--- config.mk ---
export PLATFORM = sky130hd
export DESIGN_NAME = control_sequencer
export DESIGN_NICKNAME = d
export VERILOG_FILES = /design/src/rtl/control_sequencer.sv
export SDC_FILE = /design/constraint.sdc
export NUM_CORES = 1
export LEC_CHECK = 0
export CELL_PAD_IN_SITES_DETAIL_PLACEMENT = 1
export CELL_PAD_IN_SITES_GLOBAL_PLACEMENT = 1
export CORE_MARGIN = 2
export CORE_UTILIZATION = 22
export DETAILED_ROUTE_END_ITERATION = 8
export MAX_ROUTING_LAYER = met4
export PLACE_DENSITY = 0.74
export SETUP_SLACK_MARGIN = 0.05
export SYNTH_ARGS = -nofsm -noshare
export SYNTH_HDL_FRONTEND = slang
export SYNTH_SLANG_ARGS = --single-unit
export TNS_END_PERCENT = 10
--- constraint.sdc ---
create_clock -name clock -period 1.51 [get_ports clock]
set_input_delay 0.302 -clock clock [delete_from_list [all_inputs] [get_ports clock]]
set_output_delay 0.302 -clock clock [all_outputs]
set_load 0.005 [all_outputs]
--- src/rtl/control_sequencer.sv ---
// ============================================================================
// Module      : control_sequencer
// Description : Moore FSM issuing one-cycle datapath strobes for fetch and
//               single-step register-transfer instructions, plus status.
// Revision    : 1.0 - initial release
// ============================================================================
`default_nettype none

module control_sequencer #(
   parameter int       CNT_W   = 16,
   parameter bit [4:0] OP_IN   = 5'b10110,
   parameter bit [4:0] OP_OUT  = 5'b10111,
   parameter bit [4:0] OP_MFHI = 5'b11000,
   parameter bit [4:0] OP_MFLO = 5'b11001,
   parameter bit [4:0] OP_JR   = 5'b10100,
   parameter bit [4:0] OP_NOP  = 5'b11010,
   parameter bit [4:0] OP_HALT = 5'b11011
) (
   input  logic             clock,
   input  logic             clear,
   input  logic [31:0]      ir,
   input  logic             stop,
   output logic             PCout,
   output logic             MARin,
   output logic             IncPC,
   output logic             Zlowin,
   output logic             ZLOout,
   output logic             PCin,
   output logic             read,
   output logic             MDRin,
   output logic             MDRout,
   output logic             IRin,
   output logic             Gra,
   output logic             Rin,
   output logic             Rout,
   output logic             Inportout,
   output logic             OutPortin,
   output logic             HIout,
   output logic             LOout,
   output logic             Grb,
   output logic             Grc,
   output logic             BAout,
   output logic             CON_in,
   output logic             Yin,
   output logic             Zhighin,
   output logic             write,
   output logic             HIin,
   output logic             LOin,
   output logic             run,
   output logic             illegal,
   output logic [CNT_W-1:0] retired
);

   typedef enum logic [2:0] {
      S_RST  = 3'd0,
      S_T0   = 3'd1,
      S_T1   = 3'd2,
      S_T2   = 3'd3,
      S_T3   = 3'd4,
      S_HALT = 3'd5
   } state_t;

   state_t           r_state;
   state_t           w_next;
   logic             r_illegal;
   logic [CNT_W-1:0] r_retired;
   logic [4:0]       w_opcode;
   logic             w_legal;
   logic             w_unused_ir;

   assign w_opcode    = ir[31:27];
   assign w_unused_ir = ^ir[26:0];

   assign w_legal = (w_opcode == OP_IN)   || (w_opcode == OP_OUT)  ||
                    (w_opcode == OP_MFHI) || (w_opcode == OP_MFLO) ||
                    (w_opcode == OP_JR)   || (w_opcode == OP_NOP)  ||
                    (w_opcode == OP_HALT);

   // Leaving T3 retires the instruction whatever its opcode, halt and illegal included.
   always_ff @(posedge clock) begin
      if (clear) begin
         r_state   <= S_RST;
         r_illegal <= 1'b0;
         r_retired <= '0;
      end else begin
         r_state <= w_next;
         if (r_state == S_T3) begin
            r_retired <= r_retired + CNT_W'(1);
            if (!w_legal) begin
               r_illegal <= 1'b1;
            end
         end
      end
   end

   always_comb begin
      w_next    = r_state;
      run       = 1'b0;
      PCout     = 1'b0;
      MARin     = 1'b0;
      IncPC     = 1'b0;
      Zlowin    = 1'b0;
      ZLOout    = 1'b0;
      PCin      = 1'b0;
      read      = 1'b0;
      MDRin     = 1'b0;
      MDRout    = 1'b0;
      IRin      = 1'b0;
      Gra       = 1'b0;
      Rin       = 1'b0;
      Rout      = 1'b0;
      Inportout = 1'b0;
      OutPortin = 1'b0;
      HIout     = 1'b0;
      LOout     = 1'b0;
      case (r_state)
         S_RST: begin
            w_next = S_T0;
         end
         S_T0: begin
            run    = 1'b1;
            PCout  = 1'b1;
            MARin  = 1'b1;
            IncPC  = 1'b1;
            Zlowin = 1'b1;
            w_next = S_T1;
         end
         S_T1: begin
            run    = 1'b1;
            ZLOout = 1'b1;
            PCin   = 1'b1;
            read   = 1'b1;
            MDRin  = 1'b1;
            w_next = S_T2;
         end
         S_T2: begin
            run    = 1'b1;
            MDRout = 1'b1;
            IRin   = 1'b1;
            w_next = S_T3;
         end
         S_T3: begin
            run = 1'b1;
            // stop is only honoured here, so an in-flight instruction always completes.
            w_next = ((w_opcode == OP_HALT) || stop) ? S_HALT : S_T0;
            if (w_opcode == OP_OUT) begin
               Gra       = 1'b1;
               Rout      = 1'b1;
               OutPortin = 1'b1;
            end else if (w_opcode == OP_IN) begin
               Gra       = 1'b1;
               Rin       = 1'b1;
               Inportout = 1'b1;
            end else if (w_opcode == OP_MFHI) begin
               Gra   = 1'b1;
               Rin   = 1'b1;
               HIout = 1'b1;
            end else if (w_opcode == OP_MFLO) begin
               Gra   = 1'b1;
               Rin   = 1'b1;
               LOout = 1'b1;
            end else if (w_opcode == OP_JR) begin
               Gra  = 1'b1;
               Rout = 1'b1;
               PCin = 1'b1;
            end
         end
         S_HALT: begin
            w_next = S_HALT;
         end
         default: begin
            w_next = S_RST;
         end
      endcase
   end

   assign Grb     = 1'b0;
   assign Grc     = 1'b0;
   assign BAout   = 1'b0;
   assign CON_in  = 1'b0;
   assign Yin     = 1'b0;
   assign Zhighin = 1'b0;
   assign write   = 1'b0;
   assign HIin    = 1'b0;
   assign LOin    = 1'b0;

   assign illegal = r_illegal;
   assign retired = r_retired;

endmodule

`default_nettype wire

==> metrics <==
run status complete, but fails checks; failing checks setup timing; RSZ-0062 raised after global routing true; clk_lat worst skew 0.26 ns; clock net sink count 20; Net Sw Frac approximately a quarter; internal power approximately 0.92 mW; Clk network pwr share between 30% and 40%; IO buf count 42; Max-cap violations 0; CP peak stage delay between 0.4 and 0.5 ns; number of global-route vias before repair between 1,000 and 1,500; ant diodes 0; fin worst setup slack -0.222 ns; Final Util between 40% and 50%; Die X between 70 and 80 um; LEAKAGE 0.976 nW; ANT nets after route 0; CP Data Required Time 1.71 ns; Hold Vio Cnt, Final 0; Syn. warnings 0; Synth top area share between 30% and 40%; Initial Utilization between 20% and 30%; Core Footprint ~0.0052 mm2; Final Skew roughly 0.0032 ns; Die Area between 0.006 and 0.007 mm2; Synth Cell Area 0.00120 mm2; routed len/inst 13.2 um; fillcell total 639; Layout area overhead 75.9%; Sequential Power Share about 44%; Worst path slowest cell or3b_4; maximum vdd drop 408 uV; ys async rst share 0%; placed cell area around 0.0018 mm2; r2r setup slk -0.22 ns; syn avg cell area 7.88 um2; Remaining Overflow, GRT 0; Netlist cell types 38; Detailed Place HPWL 2720 um; Iteration-0 DRC Markers 53; Site Rows 26; Met1 Wirelength 1720 um; Worst R2R End retired[7]$_SDFFE_PP0P_; wire length on met2 approximately 2100 um; Worst-path clk slew approximately 0.08 ns; Synth area leaders dfxtp_1 33%, buf_4 10%, a21oi_1 5.0%; largest net degree at the start of global routing 12; Worst Hold End illegal$_SDFFE_PP0P_; fin crit share 115%; post-route design area 0.00212 mm2; GP Congestion slightly below 0.8; Hold Path Cell Cnt 2; pre-CTS setup slack -0.650 ns; CTS HTree Levels 1; Worst path most repeated cell buf_6; Max Fanout on Critical Path 7; hold wc startpoint illegal$_SDFFE_PP0P_; Worst Reg-to-Reg Cells 6; Max Freq between 500 and 600 MHz; Root Buffer clkbuf_8; CTS tree done; Clock Tree Buf Depth 2; final slew viol count 0; final wirelength between 3000 and 4000 um; initial antenna violation count 0; I/O pins 79; number of setup violations in the final report 28; reg2reg start r_state[0]$_SDFF_PP0_; CTS Buf Count 3; critical path class reg2reg; WL met3 between 100 and 150 um; Layout Cells excl Fill about 300; Final #Nets 268; number of enable flip-flop cells after synthesis 0; uppermost layer routed met4; # hold bufs at CTS 0; Die Span Y 78.0 um; P_sw just over 0.3 mW; vias per cell between 4 and 5; # DRC 0; CP endpoint kind flop; sequential fraction of the synthesis area between 30 and 40%; Synth Flop Type dfxtp_1; minimum clock period approximately 1.7 ns; HP Class reg2reg; Yosys top cell by area dfxtp_1; total number of vias 1,347; Crit. Startpoint r_state[0]$_SDFF_PP0_; Worst EP arrival approximately 1.9 ns; first-pass GRT wire length about 6300 um; Placed Instances around 280; Gate power share 22.0%; #FFs+latches synth 20; type of origin of the critical path flop; Tot GR Track Use 12.8%; Pwr Density 582 mW/mm2; layout cells sized above 1 50.2%; hold slack 0.455 ns; drt first pass iters 4; Post-Synthesis Cells about 150; CP Cell Sequence buf_6 -> buf_6 -> or3b_4 -> or3_4 -> xor2_2 -> nor2_1
[cell type report]
| class | count | area [um2] | share of cell area, % |
|---|---|---|---|
| repair buffers | 87 | 696 | 32.8 |
| well taps | 70 | 87.6 | 4.13 |
| flip-flops and latches | 20 | 427 | 20.1 |
| inverters | 7 | 26.3 | 1.24 |
| multi-input cells | 113 | 828 | 39.1 |
| clock buffers | 4 | 55.1 | 2.60 |
[cells in the final DEF (no fill, tap or decap), types with 2 or more instances in the layout]
master / n
nand2b_1: 3
dlygate4sd2_1: 10
clkbuf_8: 4
xnor2_1: 6
o21ai_0: 3
and4_1: 2
inv_1: 5
inv_2: 2
nand2_1: 11
nor2b_4: 3
a21oi_2: 6
buf_2: 16
nor4_4: 2
dfxtp_1: 5
nor2_1: 15
dfxtp_2: 12
xor2_1: 4
nand3_1: 4
conb_1: 9
nand3_2: 3
clkdlybuf4s50_1: 12
buf_4: 39
dfxtp_4: 3
nor3_4: 2
buf_6: 7
dlymetal6s2s_1: 2
a21oi_1: 6
nand4_1: 5
[worst max path at each step]
stage | to | slack [ns] | depth (start not counted)
after floorplan | retired[7]$_SDFFE_PP0P_ | -0.08 | 6
after global placement | Inportout | -0.61 | 5
after detailed placement | Rout | -0.65 | 4
after CTS | retired[11]$_SDFFE_PP0P_ | -0.22 | 7
after global routing | retired[7]$_SDFFE_PP0P_ | -0.31 | 6
final | retired[7]$_SDFFE_PP0P_ | -0.22 | 6
[through the flow]
stage / TNS, ns / total power, mW
after floorplan: -0.303 / 0.697
after global placement: -7.24 / 0.792
after detailed placement: -7.78 / 0.797
after CTS: -3.11 / 1.22
after global routing: -5.49 / 1.30
final: -3.11 / 1.23
[repair_timing]
| action | in CTS | in global routing |
|---|---|---|
| hold endpoints to repair | 0 | 0 |
| setup endpoints to repair | 42 | 41 |
| setup buffers | 9 | 5 |
| pin swaps | 11 | 14 |
| resized for setup | 124 | 20 |
[flip-flops by register name, summed over array words and instances, names as in the netlist]
register and cells:
retired 16, r_state 3, illegal 1
[worst max-delay path, delay by kind of cell (launching register included)]
family                    cells  cell delay, ns
xor gates and xnor gates      1            0.15
buffers and inverters         2            0.22
DFF                           1            0.34
and+or+nand+nor               3            0.96
[synthesized netlist by cell type (2+ instances only)]
cell      instances
dfxtp_1          20
buf_4            16
nor2_1           15
nand2_1          13
a21oi_1          12
inv_1             7
nand3_1           7
xnor2_1           6
nand4_1           5
xor2_1            5
nor2b_1           4
nor3_1            4
nor4_1            4
and4_1            3
nand2b_1          3
o21ai_0           3
and2_1            2
buf_1             2
or3_1             2
or4_1             2
[logic make-up after synthesis]
group / synth area share (%)
buf+inv: 14.5
compound gates: 10.3
simple gates: 31.7
xor+xnor: 8.00
fa+ha+maj: 1.04
other cells: 0.311
flops: 33.2
mux: 0.935
[power by group through the flow]
stage	sequential, mW	combinational [mW]	clock (mW)
after floorplan	0.554	0.143	0
after global placement	0.556	0.236	0
after detailed placement	0.557	0.240	0
after CTS	0.546	0.252	0.423
after global routing	0.548	0.295	0.453
final	0.546	0.271	0.416
[routing by layer]
layer / vias up / global-route usage [%]
met1: 660 / 15.5
met2: 20 / 22.9
li1: 663 / -
met4: 0 / 2.11
met3: 4 / 1.86
met5: - / -
(Power assumes the default switching activity.)
